===== src/rtl/mem_access_unit.sv =====
// M-stage data-memory access unit: registered request/acknowledge bus master with
// lane steering, load extension, alignment exceptions and a wait-state timeout.
module mem_access_unit #(
  parameter int DATA_W   = 32,
  parameter int ADDR_W   = 32,
  parameter int MAX_WAIT = 15
) (
  input  logic                  clk,
  input  logic                  reset,
  input  logic                  in_valid,
  input  logic                  in_write,
  input  logic [1:0]            in_size,
  input  logic                  in_signed,
  input  logic [ADDR_W-1:0]     in_addr,
  input  logic [DATA_W-1:0]     in_wdata,
  output logic                  bus_req,
  output logic                  bus_we,
  output logic [ADDR_W-1:0]     bus_addr,
  output logic [DATA_W-1:0]     bus_wdata,
  output logic [DATA_W/8-1:0]   bus_byteen,
  input  logic                  bus_ack,
  input  logic [DATA_W-1:0]     bus_rdata,
  output logic                  stall,
  output logic                  out_valid,
  output logic [DATA_W-1:0]     out_rdata,
  output logic                  exc_adel,
  output logic                  exc_ades,
  output logic                  exc_timeout,
  output logic [1:0]            fsm_state
);
  localparam int LANES = DATA_W / 8;
  localparam int OFF_W = $clog2(LANES);

  localparam logic [1:0] IDLE = 2'd0;
  localparam logic [1:0] WAIT = 2'd1;
  localparam logic [1:0] DONE = 2'd2;

  logic [1:0]        state;
  logic [7:0]        wait_cnt;
  logic [1:0]        size_q;
  logic              signed_q;
  logic [OFF_W-1:0]  off_q;

  logic [OFF_W-1:0]  off;
  logic              aligned;
  logic [LANES-1:0]  lane_mask;
  logic [DATA_W-1:0] shifted;
  logic [DATA_W-1:0] keep_mask;
  logic              sign_bit;
  logic [DATA_W-1:0] load_data;

  assign off       = in_addr[OFF_W-1:0];
  assign stall     = (state == WAIT) | ((state == IDLE) & in_valid);
  assign fsm_state = state;

  always_comb begin
    aligned   = 1'b1;
    lane_mask = '1;
    case (in_size)
      2'd0: begin aligned = 1'b1;               lane_mask = LANES'(8'h01); end
      2'd1: begin aligned = ~off[0];            lane_mask = LANES'(8'h03); end
      2'd2: begin aligned = (off[1:0] == 2'b00); lane_mask = LANES'(8'h0F); end
      default: begin aligned = (DATA_W == 64) && (off == '0); lane_mask = '1; end
    endcase
  end

  // Load path works from the request latched at accept so it is valid on the ack cycle.
  always_comb begin
    shifted   = bus_rdata >> {off_q, 3'b000};
    keep_mask = '1;
    sign_bit  = shifted[DATA_W-1];
    case (size_q)
      2'd0: begin keep_mask = DATA_W'(64'hFF);        sign_bit = shifted[7];  end
      2'd1: begin keep_mask = DATA_W'(64'hFFFF);      sign_bit = shifted[15]; end
      2'd2: begin keep_mask = DATA_W'(64'hFFFF_FFFF); sign_bit = shifted[31]; end
      default: begin keep_mask = '1;                  sign_bit = shifted[DATA_W-1]; end
    endcase
    load_data = (shifted & keep_mask) | ((signed_q & sign_bit) ? ~keep_mask : '0);
  end

  // Bus handshake: bus_req rises the cycle after accept and stays high with address,
  // byte enables and data frozen until the single-cycle bus_ack or the timeout.
  always_ff @(posedge clk) begin
    if (reset) begin
      state       <= IDLE;
      wait_cnt    <= '0;
      size_q      <= '0;
      signed_q    <= 1'b0;
      off_q       <= '0;
      bus_req     <= 1'b0;
      bus_we      <= 1'b0;
      bus_addr    <= '0;
      bus_wdata   <= '0;
      bus_byteen  <= '0;
      out_valid   <= 1'b0;
      out_rdata   <= '0;
      exc_adel    <= 1'b0;
      exc_ades    <= 1'b0;
      exc_timeout <= 1'b0;
    end else begin
      out_valid   <= 1'b0;
      exc_adel    <= 1'b0;
      exc_ades    <= 1'b0;
      exc_timeout <= 1'b0;
      case (state)
        IDLE: begin
          if (in_valid) begin
            if (aligned) begin
              state      <= WAIT;
              wait_cnt   <= '0;
              bus_req    <= 1'b1;
              bus_we     <= in_write;
              bus_addr   <= {in_addr[ADDR_W-1:OFF_W], {OFF_W{1'b0}}};
              bus_wdata  <= in_write ? (in_wdata << {off, 3'b000}) : '0;
              bus_byteen <= in_write ? (lane_mask << off) : '0;
              size_q     <= in_size;
              signed_q   <= in_signed;
              off_q      <= off;
            end else begin
              state    <= DONE;
              exc_adel <= ~in_write;
              exc_ades <= in_write;
            end
          end
        end
        WAIT: begin
          if (bus_ack) begin
            state     <= DONE;
            bus_req   <= 1'b0;
            bus_we    <= 1'b0;
            out_valid <= 1'b1;
            out_rdata <= bus_we ? '0 : load_data;
          end else if (wait_cnt == 8'(MAX_WAIT - 1)) begin
            state       <= DONE;
            bus_req     <= 1'b0;
            bus_we      <= 1'b0;
            exc_timeout <= 1'b1;
          end else begin
            wait_cnt <= wait_cnt + 8'd1;
          end
        end
        DONE: begin
          state    <= IDLE;
          wait_cnt <= '0;
        end
        default: state <= IDLE;
      endcase
    end
  end
endmodule


===== config.mk =====
export PLATFORM = sky130hd
export DESIGN_NAME = mem_access_unit
export DESIGN_NICKNAME = d
export VERILOG_FILES = /design/src/rtl/mem_access_unit.sv
export SDC_FILE = /design/constraint.sdc
export NUM_CORES = 1
export LEC_CHECK = 0
export BUFFER_PORTS_ARGS = -buffer_cell sky130_fd_sc_hd__clkbuf_2
export CELL_PAD_IN_SITES_DETAIL_PLACEMENT = 0
export CELL_PAD_IN_SITES_GLOBAL_PLACEMENT = 1
export CORE_UTILIZATION = 37
export CTS_CLUSTER_SIZE = 12
export DETAILED_ROUTE_END_ITERATION = 12
export PLACE_DENSITY_LB_ADDON = 0.2
export SLEW_MARGIN = 15
export SYNTH_ARGS = -nofsm -noshare
export SYNTH_HDL_FRONTEND = slang
export SYNTH_SLANG_ARGS = --single-unit

===== constraint.sdc =====
create_clock -name clk -period 3.7 [get_ports clk]
set_input_delay 0.185 -clock clk [delete_from_list [all_inputs] [get_ports clk]]
set_output_delay 0.185 -clock clk [all_outputs]
set_load 0.01 [all_outputs]

Word-level counts from Yosys, hierarchy flattened
Cells that the tools add are included. Widths: inputs -> output; s select.

Register bits: 119. Input bits: 104.

Eq/ne operators: 11. Reduce and logical (&&, ||, !) cells: 14. Add/subtract/negate cells: 1. Shifts and indexed selects: 3. Mux-type cells: 28. Bitwise operators: 11.

Operators with widths (count): $mux 32 (3); $pmux 32 s2 (1); $and 32x32->32 (1); $mux 8 (4); $not 32->32 (1); $or 32x32->32 (1); $shl 32x5->32 (1); $shr 32x5->32 (1); $pmux 8 s3 (1); $add 8x1->8 const B (1); $eq 8x4->1 const B (1); $logic_not 2->1 (4); $mux 1 (8); $mux 2 (4); $ne 2x2->1 const B (4); $pmux 4 s2 (1); $eq 2x1->1 const B (3); $pmux 1 s2 (3); $not 1->1 (5); $reduce_and 5->1 (1); $eq 2x2->1 const B (2); $mux 4 (1); $pmux 2 s2 (1); $reduce_and 2->1 (2); 12 further kinds (13).

Longest topological paths before layout
Depth in word-level cells: 6. Depth in mapped cells: 8. Gate-level depth less buffers: 7.

Worst setup path after synthesis
Ideal clock, no wire load.

Path kind: flip-flop to flip-flop. Start point: reg state[0] (netlist: fsm_state[0]). End point: reg wait_cnt[5]. Cell stages (with the launch flop): 8. Setup slack: 2.052 ns. Path buffers: 2. Clock period less this slack: 1.648 ns. Arrival: 1.526 ns. Library setup time: 0.122 ns. Data required time: 3.578 ns. Path through: dfxtp_1 buf_4 or4b_1 o21ai_1 a21o_1 buf_2 or3_1 a21oi_1.

Longest elaborated chain between the ends: 3.

Ends and longest elaborated chain: from (decl) (RTL line 38) `logic [1:0] state;`; from (signal assigned) (RTL line 85) `state <= IDLE;`; from (signal assigned) (RTL line 109) `state <= WAIT;`; from (signal assigned) (RTL line 120) `state <= DONE;`; $eq 2x1->1, or another cell as far along (RTL line 105) `case (state)`; $ne 2x2->1 (no source line) or $reduce_bool 3->1 (tied branches); $reduce_and 5->1 (no source line); to (signal assigned) (RTL line 139) `wait_cnt <= wait_cnt + 8'd1;`; to (decl) (RTL line 39) `logic [7:0] wait_cnt;`.

Parallel ways exist; a longest one is shown, timed or not. A chain may end at the register's enable or synchronous reset.

Worst setup path in the final report
Start point: reg off_q[1]. End point: reg out_rdata[28].

Longest elaborated chain between the ends: 6.

Ends and longest elaborated chain: from (decl) (RTL line 42) `logic [OFF_W-1:0] off_q;`; from (signal assigned) (RTL line 89) `off_q <= '0;`; from (signal assigned) (RTL line 118) `off_q <= off;`; $shr 32x5->32 (*) (RTL line 69) `shifted = bus_rdata >> {off_q, 3'b000};`; $pmux 1 s2 (RTL line 72) `case (size_q)`; $and 1x1->1 (RTL line 78) `load_data = (shifted & keep_mask) | ((signed_q & sign_bit) ? ~keep_mask : '0);`; $mux 32 (RTL line 78); $or 32x32->32 (*) (RTL line 78); $mux 32 (*) (RTL line 132) `out_rdata <= bus_we ? '0 : load_data;`; to (signal assigned) (RTL line 132); to (decl) (RTL line 25) `output logic [DATA_W-1:0] out_rdata,`.

Every way passes the cells marked *; elsewhere a longest branch is shown, timed or not.

==> flow_metrics.py <==
metrics = {
    "status": {
        "status": "finished clean",
    },
    "placement": {
        "io_buffers": 210,
        "dp.cells": 999,
        "hpwl_microns": 11590,
        "gp_congestion": 0.8712,
    },
    "yosys": {
        "synth.avg_cell_area_sq_um": 8.173,
        "synth_cell_types": 54,
        "yosysWarnings": 0,
        "synth_edf_count": 0,
        "post-synth-top-area-fraction_pct": 44.43,
        "synth_top_area_cell": "dfxtp_1",
        "yosys.cell_count.top_type": "nand2_1",
        "yosysSeqAreaShare_pct": 44.43,
        "yosys-top-cells-area": "dfxtp_1 44%, nand2_1 9.9%, a21oi_1 8.7%",
        "synthCells": 656,
        "synth_common_cells": "142 x nand2_1, 119 x dfxtp_1, 93 x a21oi_1, 36 x o21ai_0, 34 x nor2_1",
        "yosys_register_bits": 119,
        "syn_area_sq_um": 5361,
        "async_flop_share_pct": 0,
        "ys.flop_type": "dfxtp_1",
    },
    "timing": {
        "fin_setup_tns_ps": 0,
        "period_minus_slack_ps": 2259,
        "hold_ws_ps": 33.00,
        "slew_viol_final": 0,
        "finClkSkew_ps": 6.837,
        "max_freq_ghz": 0.4427,
        "finalSetupViolCount": 0,
        "slew_headroom_pct": 27.42,
        "rsz0062_at_grt": "no",
        "fin_crit_sh_pct": 61.05,
        "worstMarginPinSlew_ps": 1080,
        "hold_viol": 0,
    },
    "global_routing": {
        "grt_pass1_vias": 5280,
        "grt_pass1_wl_microns": 26120,
        "grt_usage_pct": 22.55,
        "grt_overflow": 0,
        "grt_max_degree": 75,
        "antenna_found_initial": 0,
    },
    "drt": {
        "via_per_inst": 5.315,
        "wire_per_inst_microns": 15.98,
        "post-route-drc-count": 0,
        "drt-total-wl_microns": 16990,
        "vias": 5650,
        "first_pass_iters": 5,
        "antenna_left": 0,
        "drt_iter0_drc": 347,
    },
    "power_and_ir_drop": {
        "leakagePower_nw": 3.174,
        "switching_share_pct": 25.19,
        "p_comb_share_pct": 11.8,
        "intPower_mw": 2.638,
        "p_clk_share_pct": 50.1,
        "p_switching_mw": 0.8881,
        "powerDensity_nw_per_um2": 476.5,
        "pwr-share-seq_pct": 38.2,
        "peakVddDrop_mv": 0.2885,
    },
    "hold_path": {
        "worst_hold_path_type": "input port to flop",
    },
    "critical_path": {
        "cpPeakStageDelay_ps": 550,
        "rr_startpoint": "off_q[1]$_SDFFE_PP0P_",
        "crit_type": "flop to flop",
        "cp-end-kind": "flop",
        "path_cells": "buf_4 -> nor2b_1 -> a2bb2oi_1 -> o21ai_1 -> nand4b_1 -> o21ai_0",
        "endpoint": "out_rdata[28]$_SDFFE_PP0P_",
        "path_max_fanout": 26,
        "worst_ep_required_time_ps": 4030,
        "r2r_setup_slack_ps": 1440,
        "cp_num_buf_inv": 1,
        "path_delay_family": "simple AND/OR/NAND/NOR gates",
        "cp-startpoint": "off_q[1]$_SDFFE_PP0P_",
        "arrival_ps": 2590,
        "cp.depth": 6,
        "slowest_stage": "nor2b_1",
        "reg2reg_to": "out_rdata[28]$_SDFFE_PP0P_",
        "r2r_cells": 6,
        "critPathLaunchType": "flop",
    },
    "job": {
        "drv_cap": 0,
    },
    "finish": {
        "fin_nets": 976,
        "fin_util_pct": 52.90,
        "fillCellCount": 1377,
        "diodes": 0,
        "syn_to_final_growth_pct": 38.02,
        "drive_above_1_share_pct": 30.01,
        "fin_cells": 1063,
    },
    "cts": {
        "cts_tree": "built",
        "clk_pin_slew_ps": 60,
        "cts_root_buf": "clkbuf_16",
        "cts_max_path_buffers": 2,
        "cts_resized": 0,
        "cts_setup_buffers": 0,
        "clock_sinks": 119,
        "htree_levels": 4,
        "cts_buffers": 17,
        "clkLatencyLatePin_ps": 410,
        "holdBufCountCts": 32,
    },
    "floorplanning": {
        "die_x_microns": 122.4,
        "coreArea_sq_um": 13990,
        "io_pins": 213,
        "die_y_microns": 122.4,
        "start_util_pct": 38.33,
        "die_area_sq_um": 14980,
        "row_count": 43,
    },
}
==> cell families (layout without fill, tap and decap cells) <==
logic type,Yosys count,count (layout),share of synthesized area (%)
simple gates,242,242,20.47
compound gates,188,188,21.05
flops,119,119,44.43
buf+inv,61,287,5.087
mux,42,42,8.261
fa+ha+maj,2,2,0.4667
other cells,1,2,0.06994
xor+xnor,1,1,0.1634
==> layout by cell type, fill, tap and decap left out, types with 4 or more instances in the layout <==
cell type / synthesis / final
a22oi_1: 9 / 9
bufinv_16: 0 / 4
clkinvlp_4: 0 / 6
a22o_1: 8 / 8
mux2_2: 8 / 8
clkbuf_2: 0 / 209
nand2_1: 142 / 142
nand3_1: 28 / 28
o2111ai_1: 8 / 8
nor2_1: 34 / 34
o21ai_0: 36 / 36
o211ai_1: 4 / 4
a32oi_1: 8 / 8
dlygate4sd3_1: 0 / 32
clkbuf_16: 0 / 17
buf_4: 4 / 6
dfxtp_1: 119 / 119
or4_1: 5 / 5
inv_1: 7 / 7
mux2i_1: 33 / 33
a21oi_1: 93 / 93
nor2b_1: 9 / 9
a211o_1: 7 / 7
==> worst min-delay path by stage <==
stage                      from                        end  slack (ps)  cells after the start
floorplan               bus_ack     exc_timeout$_SDFF_PP0_         260                      1
global placement     in_addr[4]   bus_addr[4]$_SDFFE_PP0P_         410                      3
detailed placement   in_addr[3]   bus_addr[3]$_SDFFE_PP0P_         420                      3
CTS                 in_wdata[3]  bus_wdata[3]$_SDFFE_PP0P_          20                      3
global route        in_wdata[3]  bus_wdata[3]$_SDFFE_PP0P_          30                      3
finish              in_wdata[3]  bus_wdata[3]$_SDFFE_PP0P_          30                      3
==> flip-flops by register name, summed over array words and instances, names as in the netlist, 2 cells and up <==
name / count
bus_wdata: 32
bus_addr: 30
fsm_state: 2
bus_byteen: 4
wait_cnt: 8
out_rdata: 32
off_q: 2
size_q: 2
==> layer usage <==
| layer | track usage, % | vias to the layer above | share of wire [%] |
|---|---|---|---|
| met5 | 0 | - | 0 |
| met4 | 7.622 | 0 | 1.1 |
| met3 | 8.875 | 14 | 9.3 |
| met2 | 37.25 | 237 | 48 |
| met1 | 26.47 | 2655 | 41 |
| li1 | - | 2744 | - |
==> through the flow <==
step | total power [mW] | cell area [sq um] | setup slack (ps)
2_1_floorplan | 1.605 | 5365 | 2052
3_3_place_gp | 1.756 | 6440 | 1329
3_5_place_dp | 1.760 | 6440 | 1283
4_1_cts | 3.561 | 7400 | 1433
5_1_grt | 3.675 | 7400 | 1221
6_report | 3.526 | 7400 | 1441
==> final cells by class <==
| class | count | area, sq um | area share [%] |
|---|---|---|---|
| Clock buffer | 18 | 439.2 | 5.935 |
| Multi-Input combinational cell | 477 | 2711 | 36.64 |
| Sequential cell | 119 | 2382 | 32.19 |
| Clock inverter | 14 | 200.2 | 2.705 |
| Tap cell | 180 | 225.2 | 3.044 |
| Timing Repair Buffer | 247 | 1411 | 19.07 |
| Inverter | 8 | 30.03 | 0.4058 |
==> worst register-to-register path: stages, from the launching register on <==
cell       delay, ps
dfxtp_1          290
buf_4            220
nor2b_1          550
a2bb2oi_1        200
o21ai_1          150
nand4b_1         490
o21ai_0          270
==> power groups by stage <==
stage	Clock, mW	Combinational (mW)	Sequential, mW
floorplan	0	0.222	1.38
global placement	0	0.383	1.37
detailed placement	0	0.385	1.37
CTS	1.80	0.414	1.35
global route	1.87	0.455	1.35
finish	1.77	0.415	1.35
Power figures use the tool's default switching activity.
